File: config.mk
export PLATFORM = sky130hd
export DESIGN_NAME = bias_relu
export DESIGN_NICKNAME = d
export VERILOG_FILES = /design/src/rtl/bias_relu_pkg.sv /design/src/rtl/sat_relu.sv /design/src/rtl/bias_relu.sv
export SDC_FILE = /design/constraint.sdc
export NUM_CORES = 1
export LEC_CHECK = 0
export ABC_AREA = 1
export BUFFER_PORTS_ARGS = -buffer_cell sky130_fd_sc_hd__buf_2
export CAP_MARGIN = 20
export CORE_MARGIN = 3
export CORE_UTILIZATION = 25
export CTS_CLUSTER_SIZE = 30
export DETAILED_ROUTE_END_ITERATION = 7
export MAX_ROUTING_LAYER = met4
export PLACE_DENSITY = 0.38
export SLEW_MARGIN = 10
export SYNTH_ARGS = -nofsm -noshare
export SYNTH_HDL_FRONTEND = slang
export SYNTH_SLANG_ARGS = --single-unit
File: constraint.sdc
create_clock -name clk -period 6.8 [get_ports clk]
set_input_delay 0.68 -clock clk [delete_from_list [all_inputs] [get_ports clk]]
set_output_delay 0.68 -clock clk [all_outputs]
set_load 0.1 [all_outputs]
File: src/rtl/bias_relu_pkg.sv
// Shared definitions for the gobou post-processing path.
//   DWIDTH_DEF : default data width of mac output, bias and result (signed fixed point)
//   FRAC_DEF   : default fractional bits (256 = 1.0 at 8)
//   AWIDTH_DEF : default neuron index / address width
//   state_t    : layer sequencer state
package bias_relu_pkg;

  localparam int DWIDTH_DEF = 16;
  localparam int FRAC_DEF   = 8;
  localparam int AWIDTH_DEF = 10;

  typedef enum logic {
    IDLE = 1'b0,
    RUN  = 1'b1
  } state_t;

endpackage

File: src/rtl/sat_relu.sv
// Combinational saturate-and-ReLU.
//   sum     : (DWIDTH+1)-bit signed pre-saturation value
//   relu_en : clamp negative results to zero when set
//   result  : DWIDTH-bit signed saturated (and optionally rectified) value
module sat_relu
  import bias_relu_pkg::*;
#(
  parameter int DWIDTH = DWIDTH_DEF
) (
  input  logic signed [DWIDTH:0]   sum,
  input  logic                     relu_en,
  output logic signed [DWIDTH-1:0] result
);

  // The two top bits disagree exactly when the value does not fit in DWIDTH bits.
  function automatic logic signed [DWIDTH-1:0] saturate(input logic signed [DWIDTH:0] s);
    if (s[DWIDTH] != s[DWIDTH-1]) begin
      return s[DWIDTH] ? {1'b1, {(DWIDTH-1){1'b0}}} : {1'b0, {(DWIDTH-1){1'b1}}};
    end
    return s[DWIDTH-1:0];
  endfunction

  function automatic logic signed [DWIDTH-1:0] relu(input logic signed [DWIDTH-1:0] v,
                                                    input logic en);
    return (en && v[DWIDTH-1]) ? '0 : v;
  endfunction

  always_comb begin
    result = relu(saturate(sum), relu_en);
  end

endmodule

File: src/rtl/bias_relu.sv
// Bias add, saturation and optional ReLU on finished mac dot products.
//   clk, xrst          : clock, asynchronous active-high reset
//   start              : one-cycle layer start; latches n_out and relu_en
//   n_out, relu_en     : neuron count and ReLU enable for the layer
//   in_valid, y        : finished accumulation from the mac
//   bias_addr, bias    : bias RAM address (current neuron) and its 1-cycle-late data
//   out_valid, out_addr, out_data : result and output buffer address, 3 cycles after acceptance
//   done               : pulses with the result of neuron n_out-1
module bias_relu
  import bias_relu_pkg::*;
#(
  parameter int DWIDTH = DWIDTH_DEF,
  parameter int FRAC   = FRAC_DEF,
  parameter int AWIDTH = AWIDTH_DEF
) (
  input  logic                     clk,
  input  logic                     xrst,
  input  logic                     start,
  input  logic [AWIDTH-1:0]        n_out,
  input  logic                     relu_en,
  input  logic                     in_valid,
  input  logic signed [DWIDTH-1:0] y,
  output logic [AWIDTH-1:0]        bias_addr,
  input  logic signed [DWIDTH-1:0] bias,
  output logic                     out_valid,
  output logic [AWIDTH-1:0]        out_addr,
  output logic signed [DWIDTH-1:0] out_data,
  output logic                     done
);

  if (FRAC >= DWIDTH) begin : g_frac_check
    $error("FRAC must be smaller than DWIDTH");
  end

  state_t              state_q, state_d;
  logic [AWIDTH-1:0]   in_idx;
  logic [AWIDTH-1:0]   n_out_q;
  logic                relu_q;

  logic                start_ok;
  logic [AWIDTH-1:0]   eff_idx;
  logic [AWIDTH-1:0]   eff_n;
  logic                eff_relu;
  logic                accept;
  logic                last;

  logic                    vld_p0, last_p0, relu_p0;
  logic signed [DWIDTH-1:0] y_p0;
  logic [AWIDTH-1:0]       idx_p0;

  logic                    vld_p1, last_p1, relu_p1;
  logic signed [DWIDTH:0]  sum_p1;
  logic [AWIDTH-1:0]       idx_p1;

  logic signed [DWIDTH-1:0] res_p1;

  // A start with a zero neuron count is treated as if it never happened.
  // In a valid start cycle the freshly presented n_out/relu_en and index 0
  // apply to the sample arriving in that same cycle.
  always_comb begin
    start_ok = start && (n_out != '0);
    eff_idx  = start_ok ? '0 : in_idx;
    eff_n    = start_ok ? n_out : n_out_q;
    eff_relu = start_ok ? relu_en : relu_q;
    accept   = in_valid && (start_ok || (state_q == RUN));
    last     = accept && (eff_idx == (eff_n - AWIDTH'(1)));
    state_d  = state_q;
    if (start_ok) state_d = RUN;
    if (last)     state_d = IDLE;
  end

  assign bias_addr = eff_idx;

  // Control and output registers
  always_ff @(posedge clk or posedge xrst) begin
    if (xrst) begin
      state_q   <= IDLE;
      in_idx    <= '0;
      n_out_q   <= '0;
      relu_q    <= 1'b0;
      vld_p0    <= 1'b0;
      last_p0   <= 1'b0;
      vld_p1    <= 1'b0;
      last_p1   <= 1'b0;
      out_valid <= 1'b0;
      done      <= 1'b0;
      out_addr  <= '0;
      out_data  <= '0;
    end else begin
      state_q <= state_d;
      if (start_ok) begin
        n_out_q <= n_out;
        relu_q  <= relu_en;
      end
      if (accept)        in_idx <= eff_idx + AWIDTH'(1);
      else if (start_ok) in_idx <= '0;

      // stage 0 -> 1
      vld_p0  <= accept;
      last_p0 <= last;
      // stage 1 -> 2
      vld_p1  <= vld_p0;
      last_p1 <= vld_p0 && last_p0;
      // stage 2 -> output
      out_valid <= vld_p1;
      done      <= vld_p1 && last_p1;
      if (vld_p1) begin
        out_addr <= idx_p1;
        out_data <= res_p1;
      end
    end
  end

  // Data pipeline; carries each sample's own index and ReLU mode so that
  // samples from a restarted layer drain unchanged.
  always_ff @(posedge clk) begin
    // stage 0: capture accepted sample
    if (accept) begin
      y_p0    <= y;
      idx_p0  <= eff_idx;
      relu_p0 <= eff_relu;
    end
    // stage 1: bias arrives from RAM this cycle
    if (vld_p0) begin
      sum_p1  <= (DWIDTH+1)'(y_p0) + (DWIDTH+1)'(bias);
      idx_p1  <= idx_p0;
      relu_p1 <= relu_p0;
    end
  end

  sat_relu #(.DWIDTH(DWIDTH)) u_sat_relu (
    .sum     (sum_p1),
    .relu_en (relu_p1),
    .result  (res_p1)
  );

endmodule

======== Yosys cells after proc, flatten, opt, wreduce, memory -nomap -nowiden ========
Index checks and enable logic that the tools add are counted.
word-level totals
  register bits after elaboration ......... 109
  input port bits ......................... 47
  output and inout port bits .............. 38
  logic and storage cells ................. 43
cells by class
  add/sub/neg operators ................... 3
  equality and inequality tests ........... 2
  muxes and demuxes ....................... 11
  reduce and logical (&&, ||, !) cells .... 9
operator list
  cell                                                                  count
  16-bit two-way mux                                                    4
  10-bit two-way mux                                                    3
  16-bit by 16-bit adder with 17-bit output                             1
  10-bit by 1-bit adder with 10-bit output, second input constant       1
  10-bit == test                                                        1
  10-bit nonzero test                                                   1
  10-bit by 1-bit subtractor with 10-bit output, second input constant  1
  1-bit logical AND                                                     6
  1-bit two-way mux                                                     4
  2-bit nonzero test                                                    1
  1-bit logical OR                                                      1
  1-bit != test                                                         1

======== Longest topological paths before layout ========
Gate-level depths: netlist of run 1.
  depth after elaboration ................. 7
  mapped depth ............................ 18
  depth with buffers taken out ............ 18

======== Modules after synthesis ========
From an unflattened synthesis of run 1, not the netlist that was laid out.
unflattened totals
  cells, all modules ...................... 517
  area total of the unflattened synthesis .. 5,310.1 µm²
modules (own cells, without submodules)
  module     instances  cells each  area each (µm²)  seq. area each (µm²)
  bias_relu  1          448         5,018.6          3,002.9
  sat_relu   1          69          291.5            0.0

======== Worst setup path after synthesis of run 1 ========
No wires, ideal clock.
  path type ............................... input -> register
  from .................................... input port n_out[0]
  to ...................................... register in_idx[8]
  setup time .............................. 0.081 ns
  arrival ................................. 3.224 ns
  data required time ...................... 6.719 ns
  setup slack ............................. 3.495 ns
  cell stages on the path ................. 10
  buffers on the path ..................... 0
  cells stage by stage .................... nor2_1 > nand3_2 > nor2_1 > nor2_2 > nor2_1 > inv_1 > nor2_1 > nand2_1 > nor3_2 > xor2_1
between the ends
  cells in the longest elaborated chain, start to end .. 5
  elaborated cells between the ends (all ways) .. 7
  those cells by class .................... 1 x add/sub; 2 x mux; 4 x reduce/logical
RTL lines
  what                                      line             text
  start, declared                           bias_relu.sv:19  input logic [AWIDTH-1:0] n_out,
  10-bit nonzero test                       bias_relu.sv:61  start_ok = start && (n_out != '0);
  1-bit logical AND                         bias_relu.sv:61
  10-bit two-way mux                        n/a
  named net bias_addr[4]                    bias_relu.sv:23  output logic [AWIDTH-1:0] bias_addr,
  10-bit by 1-bit adder with 10-bit output  bias_relu.sv:95  if (accept) in_idx <= eff_idx + AWIDTH'(1);
  10-bit two-way mux                        bias_relu.sv:95
  end signal, assigned                      bias_relu.sv:95
  end, declared                             bias_relu.sv:36  logic [AWIDTH-1:0] in_idx;
The timed path passes the listed nets, and every way through them passes these cells.
A chain may end at the register's enable or synchronous reset.

======== Worst setup path in the final report of run 1 ========
  from .................................... input port n_out[0]
  to ...................................... output port bias_addr[7]
between the ends
  cells in the longest elaborated chain, start to end .. 3
RTL lines
  what                 line
  10-bit nonzero test  bias_relu.sv:61
  1-bit logical AND    bias_relu.sv:61
  10-bit two-way mux   n/a
  end, declared        bias_relu.sv:23
Every way passes these cells.

==> results of run 1 <==
-- power by group through the flow --
stage	combinational, uW	sequential [uW]	clock, uW
detailed placement	485	806	0
floorplan	174	1020	0
finish	479	791	488
global placement	483	805	0
global route	517	799	534
CTS	486	792	512
-- worst paths after layout --
| check | from | end | cells after the start | slack [ns] |
|---|---|---|---|---|
| setup / recovery | n_out[0] | bias_addr[7] | 7 | 3.42 |
| hold / removal | idx_p0[6] | idx_p1[6] | 0 | 0.42 |
| setup reg to reg | y_p0[0] | sum_p1[16] | 11 | 4.26 |
| hold reg to reg | idx_p0[6] | idx_p1[6] | 0 | 0.42 |
| max in group asynchronous | xrst | vld_p0 | 3 | 5.77 |
| min in group asynchronous | xrst | out_valid | 3 | 0.54 |
-- critical path, cell delays in order --
cell      delay, ns
buf_2          0.10
nor2_1         0.18
nand3_2        0.12
o21bai_4       0.68
nand2_1        0.28
inv_1          0.19
buf_2          0.45
-- sequential cells by signal, indices dropped and copies added, names as in the netlist --
signal / flops
n_out_q: 10
relu_q: 1
out_addr: 10
last_p1: 1
y_p0: 16
relu_p1: 1
sum_p1: 17
vld_p1: 1
out_valid: 1
idx_p1: 10
last_p0: 1
done: 1
state_q: 1
idx_p0: 10
vld_p0: 1
out_data: 16
relu_p0: 1
in_idx: 10
-- cells by family (layout without fill, tap and decap cells) --
group | count (synthesis) | in the layout | share of synthesized area
AOI/OAI and AO/OA | 67 | 67 | 0.0763
and+or+nand+nor | 168 | 168 | 0.157
DFF | 109 | 109 | 0.581
muxes | 10 | 10 | 0.0218
xor gates and xnor gates | 26 | 26 | 0.0441
buffers and inverters | 84 | 179 | 0.0666
adders and majority gates | 21 | 21 | 0.0523
-- cell usage in the layout (no fill, tap or decap), types with 3 or more instances in the layout --
master / count
a21oi_1: 30
buf_2: 84
buf_4: 5
clkbuf_16: 9
clkinv_1: 3
dfrtp_1: 54
edfxtp_1: 55
ha_1: 20
inv_1: 68
inv_2: 5
mux2_2: 10
nand2_1: 88
nand2_2: 8
nand2_4: 8
nand3_1: 19
nand3b_1: 4
nand4_1: 3
nor2_1: 25
nor2_2: 6
o21ai_0: 4
o21ai_1: 7
o21ai_2: 3
o22ai_1: 16
xnor2_1: 6
xor2_1: 20
-- final cells by class --
cell class / count / area, um^2 / share of cell area
Clock buffer: 11 / 243 / 0.0394
Multi-Input combinational cell: 292 / 1820 / 0.295
Tap cell: 265 / 332 / 0.0538
Sequential cell: 109 / 3000 / 0.488
Inverter: 74 / 279 / 0.0453
Timing Repair Buffer: 89 / 458 / 0.0744
Clock inverter: 5 / 26.3 / 0.00427
-- per-layer routing --
metal,vias to the layer above,GRT usage,share of wire
li1,1776,-,-
met1,1607,0.141,0.47
met2,50,0.181,0.48
met3,14,0.0185,0.030
met4,0,0.0467,0.019
met5,-,-,0
-- stage by stage --
stage	total power, uW	cells	cell area [um^2]	util
after floorplan	1190	485	5160	-
after global placement	1290	828	5880	0.296
after detailed placement	1290	828	5880	0.296
after CTS	1790	844	6150	0.310
after global routing	1850	845	6160	0.310
final	1760	845	6160	0.310
==> impl_metrics.ini, run 1 <==
[finish]
drive_gt1_frac = 0.255
fillCellCount = 2049
area_growth_pct = 19.2
nNetsFinal = 643
diodes = 0

[route]
first_pass_iters = 4
post_drt_wl_per_cell_um = 13.8
drcViolationCount = 0
num_vias = 3447
routed_via_density = 4.08
ant_nets = 0
drtIter0Drc = 193
routed_wl_mm = 11.6

[synth]
synth_cells = 485
syn_nets = 553
yosys-top-cells-count = nand2_1 (88), inv_1 (69), edfxtp_1 (55)
yosysMostFrequentCell = nand2_1
synth_top_area_frac = 0.320
avgSynthCellArea_um2 = 10.6
ys_ff_latch = 109
yosys_warnings = 0
synth.distinct_cells = 37
async_flop_share = 0.495
synth-edff-count = 55
synth_area_um2 = 5160
ys.flop_type = edfxtp_1
synth_top_area_cell = edfxtp_1
ys_top_cells_by_area = edfxtp_1 (32%), dfrtp_1 (26%), nand2_1 (6.4%), inv_1 (5.0%), ha_1 (4.8%)
ys_seq_area_frac = 0.581

[flow_run]
drv_cap = 0

[clocking]
clock_latency_ns = 0.35
numCtsBuffers = 9
cts_sinks = 109
h-tree-depth = 3
cts-root-buf = clkbuf_16
clk_path_buf_depth = 2
ctsResizeCount = 0
post-cts-setup-buffers = 0
ctsHoldBuffers = 0
cts_tree = yes
cts.clk_slew.worst_paths_ns = 0.07

[timing]
slew_headroom = 0.393
setup_tns_ns = 0
clock-skew-final_ns = 0.00587
rsz0062_at_grt = false
timing.hold.ws_ns = 0.420
max_freq_ghz = 0.296
worst_pin_slew_ns = 0.907
maxSlewViolCount = 0
period_minus_slack_ns = 3.38
setup_viol = 0
report.final.hold_viol_count = 0
finalCritPeriodShare = 0.497
setup_ws_ns = 3.42

[global_routing]
grt_max_degree = 55
grt_usage = 0.112
gr-total-overflow = 0
grt_pass1_wl_mm = 18.7
antenna_found_initial = 0
first_global_vias = 3585

[hold_path]
hold_path_class = flip-flop to flip-flop

[pwr]
pwr-share-comb = 0.273
p_leak_uw = 0.00292
netSwitchingFraction = 0.360
power_density_nw_per_um2 = 286
clkPwrFrac = 0.278
power.switching_uw = 633
irDropWorstVdd_uv = 117
p_int_uw = 1130
p_seq_frac = 0.450

[floorplanning]
dieWidth_um = 150
num_io_pins = 85
dieArea_um2 = 22400
core_area_um2 = 19800
die_y_um = 150
rows = 51
initial_core_util = 0.260

[placement]
gp_congestion = 0.790
dp_hpwl_mm = 8.79
place_ws_ns = 3.36
numPortBuffers = 84

[critical_path]
worstPathRequired_ns = 6.12
cp.arrival_ns = 2.70
worst-path-max-fanout = 25
critPathCaptureType = output pin
critical_path_class = input pin to output pin
crit_path_start_kind = input pin

[run_status]
outcome = finished clean
(Power assumes the default switching activity.)
==> run 2, diff against run 1 <==
==> constraint.sdc (replaced) <==
create_clock -name clk -period 3.2 [get_ports clk]
set_input_delay 0.32 -clock clk [delete_from_list [all_inputs] [get_ports clk]]
set_output_delay 0.32 -clock clk [all_outputs]
set_load 0.1 [all_outputs]
==> run 2 against run 1 <==
  * Sequential share of layout area stayed put
  * Highest routed layer unchanged
  * Clock power is 110% higher
  * Critical path type is now flip-flop to flip-flop
  * Register-to-register slack worse by 3.6 ns
  * Critical endpoint is now sum_p1[16]
  * Core utilization is the same
  * Largest cell class unchanged
  * Worst setup slack worse by 2.8 ns
==> impl_metrics.ini, run 2 (synthesized netlist as in run 1, its figures left out) <==
[floorplanning]
die_y_um = 150
dieWidth_um = 150
core_area_um2 = 19800
initial_core_util = 0.260
rows = 51
dieArea_um2 = 22400
num_io_pins = 85

[clocking]
cts_sinks = 109
cts.clk_slew.worst_paths_ns = 0.07
clock_latency_ns = 0.35
ctsHoldBuffers = 0
post-cts-setup-buffers = 0
cts_tree = yes
ctsResizeCount = 0
clk_path_buf_depth = 2
h-tree-depth = 3
numCtsBuffers = 9
cts-root-buf = clkbuf_16

[global_routing]
grt_usage = 0.111
first_global_vias = 3556
grt_use_met3 = 0.0176
use_met1 = 0.140
grt_pass1_wl_mm = 18.7
grt_max_degree = 30
gr-total-overflow = 0
grtUsageMet2 = 0.180
grt-busiest-layer = met2
antenna_found_initial = 0

[critical_path]
cp.arrival_ns = 2.65
reg2reg_from = y_p0[0]
crit_path_start_kind = flip-flop
worstPathRequired_ns = 3.30
worst-path-max-fanout = 2
critical_path_class = flip-flop to flip-flop
worstSetupStartpoint = y_p0[0]
r2r_slack_ns = 0.65
critPathCaptureType = flip-flop

[route]
drcViolationCount = 0
ant_nets = 0
first_pass_iters = 6
post_drt_wl_per_cell_um = 13.6
routed_wl_mm = 11.5
routed_via_density = 4.04
num_vias = 3413
drtIter0Drc = 136

[timing]
slew_headroom = 0.317
rsz0062_at_grt = false
setup_tns_ns = 0
clock-skew-final_ns = 0.0116
setup_viol = 0
period_minus_slack_ns = 2.55
report.final.hold_viol_count = 0
max_freq_ghz = 0.391
finalCritPeriodShare = 0.798
timing.hold.ws_ns = 0.0247
worst_pin_slew_ns = 1.02
maxSlewViolCount = 0

[placement]
dp_cells = 829
numPortBuffers = 84
dp_hpwl_mm = 8.89
gp_congestion = 0.792

[finish]
instances_no_fill = 845
fillCellCount = 2049
area_growth_pct = 19.2
nNetsFinal = 643
largest_register = sum_p1
drive_gt1_frac = 0.259
final_common_cell = nand2_1
final_cell_mix = nand2_1 (88), buf_2 (84), inv_1 (68)
postLayoutCoreUtil = 0.310
largest_register_ffs = 17
diodes = 0
top_regs = sum_p1 (17), out_data (16), y_p0 (16)

[flow_run]
drv_cap = 0

[pwr]
irDropWorstVdd_uv = 240
power_density_nw_per_um2 = 608
p_leak_uw = 0.00293

[hold_path]
hold_path_class = input pin to async pin

[run_status]
outcome = finished clean
==> run 2: metrics by stage <==
stage | instance area (um^2) | setup slack, ns | total power [uW]
2_1_floorplan | 5160 | 0.255 | 2540
3_3_place_gp | 5890 | 0.656 | 2740
3_5_place_dp | 5890 | 0.565 | 2740
4_1_cts | 6160 | 0.624 | 3810
5_1_grt | 6160 | 0.380 | 3940
6_report | 6160 | 0.646 | 3740
==> run 2: worst max-delay path, stage by stage (launching register included) <==
cell and delay (ns):
edfxtp_1 0.33, ha_1 0.18, inv_1 0.06, fa_1 0.40, o21ai_1 0.22, a21oi_1 0.14, o21ai_1 0.20, a21boi_0 0.18
o21ai_1 0.24, a21oi_1 0.13, o21ai_0 0.16, nand2_1 0.07
==> run 2: where the power goes <==
part / internal (uW) / switching (uW) / total [uW]
clock: 533 / 511 / 1040
sequential: 1630 / 56.5 / 1680
combinational: 223 / 792 / 1020
total: 2380 / 1360 / 3740
==> run 2: cell type report <==
type	count	area, um^2	area share
Inverter	74	279	0.0453
Tap cell	265	332	0.0538
Clock inverter	5	36.3	0.00589
Clock buffer	11	233	0.0378
Timing Repair Buffer	89	458	0.0744
Multi-Input combinational cell	292	1820	0.295
Sequential cell	109	3000	0.488
==> run 2: final timing paths <==
kind / depth (start not counted) / endpoint
max in group asynchronous: 3 / out_addr[0]
min in group clk: 1 / y_p0[10]
hold reg to reg: 0 / relu_p1
hold / removal: 2 / out_addr[9]
setup / recovery: 11 / sum_p1[16]
setup reg to reg: 11 / sum_p1[16]
==> run 2: layer usage <==
metal,vias to the layer above,part of all wire
met3,13,0.035
met5,-,0
met4,0,0.014
met1,1580,0.47
met2,47,0.48
li1,1773,-
==> run 3, diff against run 2 <==
--- a/config.mk
+++ b/config.mk
@@ -13,7 +13,7 @@
 export CTS_CLUSTER_SIZE = 30
 export DETAILED_ROUTE_END_ITERATION = 7
 export MAX_ROUTING_LAYER = met4
-export PLACE_DENSITY = 0.38
+export PLACE_DENSITY = 0.39
 export SLEW_MARGIN = 10
 export SYNTH_ARGS = -nofsm -noshare
 export SYNTH_HDL_FRONTEND = slang
==> constraint.sdc (replaced) <==
create_clock -name clk -period 2.2 [get_ports clk]
set_input_delay 0.22 -clock clk [delete_from_list [all_inputs] [get_ports clk]]
set_output_delay 0.22 -clock clk [all_outputs]
set_load 0.1 [all_outputs]
==> run 3 against run 2 <==
  * Total power up 50%
  * Sequential power grew 46%
  * Register-to-register slack worse by 0.54 ns
  * Worst hold slack gained 0.015 ns
  * Clock-buffer cell count unchanged
  * Sequential share of layout area fell by 4.1 points
  * Design area is 9.2% higher
  * Non-clock buffer count grew 37
  * Fmax is 22% higher
  * Routed wire length grew 0.56%
  * Critical endpoint unchanged
  * Die area is the same
  * Clock skew fell by 0.0040 ns
==> impl_metrics.ini, run 3 (synthesized netlist as in run 1, its figures left out) <==
[timing]
report.final.hold_viol_count = 0
worst_pin_slew_ns = 0.918
rsz0062_at_grt = true
setup_tns_ns = 0
setup_viol = 0
setup_ws_ns = 0.111
timing.hold.ws_ns = 0.0400
slew_headroom = 0.386
maxSlewViolCount = 0
period_minus_slack_ns = 2.09
clock-skew-final_ns = 0.00769
max_freq_ghz = 0.479
finalCritPeriodShare = 0.950

[clocking]
clk_path_buf_depth = 2
cts.clk_slew.worst_paths_ns = 0.08
h-tree-depth = 3
cts-root-buf = clkbuf_16
numCtsBuffers = 9
cts_sinks = 109
clock_latency_ns = 0.35
cts_tree = yes

[critical_path]
critPathCaptureType = flip-flop
critical_path_class = flip-flop to flip-flop
cp.arrival_ns = 2.19
worstPathRequired_ns = 2.30
worst-path-max-fanout = 2
crit_path_start_kind = flip-flop

[finish]
final_cell_mix = nand2_1 (88), buf_2 (75), inv_1 (65)
nNetsFinal = 680
area_growth_pct = 30.2
instances_no_fill = 882
largest_register_ffs = 17
fillCellCount = 2024
top_regs = sum_p1 (17), out_data (16), y_p0 (16)
final_common_cell = nand2_1
diodes = 0
postLayoutCoreUtil = 0.339
drive_gt1_frac = 0.339
largest_register = sum_p1

[route]
post_drt_wl_per_cell_um = 13.1
drcViolationCount = 0
num_vias = 3578
routed_wl_mm = 11.6
ant_nets = 0
routed_via_density = 4.06
first_pass_iters = 4
drtIter0Drc = 83

[global_routing]
grt_pass1_wl_mm = 19.1
grt_max_degree = 31
first_global_vias = 3835
antenna_found_initial = 0
gr-total-overflow = 0
grt_usage = 0.113

[pwr]
p_leak_uw = 0.00314
power_density_nw_per_um2 = 835
irDropWorstVdd_uv = 353

[placement]
place_ws_ns = -0.0587
dp_cells = 862
gp_congestion = 0.811
numPortBuffers = 84
dp_hpwl_mm = 9.03

[floorplanning]
die_y_um = 150
dieArea_um2 = 22400
rows = 51
initial_core_util = 0.260
core_area_um2 = 19800
num_io_pins = 85
dieWidth_um = 150

[run_status]
outcome = finished clean

[hold_path]
hold_path_class = input pin to flip-flop

[flow_run]
drv_cap = 0
==> run 3: repair_timing <==
| action | 4_1_cts | 5_1_grt |
|---|---|---|
| buffers inserted | 1 | 2 |
| resized for setup | 5 | 10 |
| hold endpoints to repair | 14 | 0 |
| setup endpoints to repair | 3 | 6 |
| pin swaps | 3 | 3 |
| hold buffers | 1 | 0 |
==> run 3: worst paths after layout <==
| path | cells past startpoint | endpoint | from | slack, ns |
|---|---|---|---|---|
| max | 11 | sum_p1[16] | y_p0[0] | 0.11 |
| min | 1 | y_p0[3] | y[3] | 0.04 |
| min in group asynchronous | 3 | n_out_q[1] | xrst | 0.40 |
| max in group asynchronous | 4 | out_data[15] | xrst | 1.16 |
| min reg2reg | 0 | idx_p1[2] | idx_p0[2] | 0.41 |
| max reg2reg | 11 | sum_p1[16] | y_p0[0] | 0.11 |
==> run 3: power by group <==
part	total, uW	internal [uW]	leakage [uW]	switching (uW)
Combinational	1600	415	0.00178	1180
Clock	1570	815	0.000142	756
Sequential	2450	2370	0.00122	83.1
==> run 3: area by class of cell <==
type,count,area (um^2),area share
multi-input combinational,292,1930,0.287
sequential,109,3000,0.447
timing repair buffer,126,886,0.132
tap,265,332,0.0493
inverter,74,287,0.0426
clock inverter,5,42.5,0.00633
clock buffer,11,243,0.0361
==> run 3: worst max-delay path: stages (launching register included) <==
cell and delay (ns):
edfxtp_1 0.34, ha_2 0.18, inv_2 0.04, fa_2 0.34, o21ai_2 0.18, a21oi_2 0.10, o21ai_2 0.17, a21boi_2 0.09
o21ai_2 0.15, a21oi_2 0.08, o21ai_1 0.11, nand2_1 0.06
==> run 3: per-layer routing <==
layer	track usage	vias to the layer above	wire length, um
met5	-	-	0
met4	0.0293	0	91
met3	0.0279	8	419
met2	0.193	64	5950
met1	0.133	1650	5110
li1	-	1856	-
==> run 3: stage by stage <==
stage | total power (uW) | instance area, um^2
3_5_place_dp | 4080 | 6340
6_report | 5620 | 6720
5_1_grt | 5930 | 6720
3_3_place_gp | 4060 | 6340
4_1_cts | 5690 | 6660
2_1_floorplan | 3700 | 5230
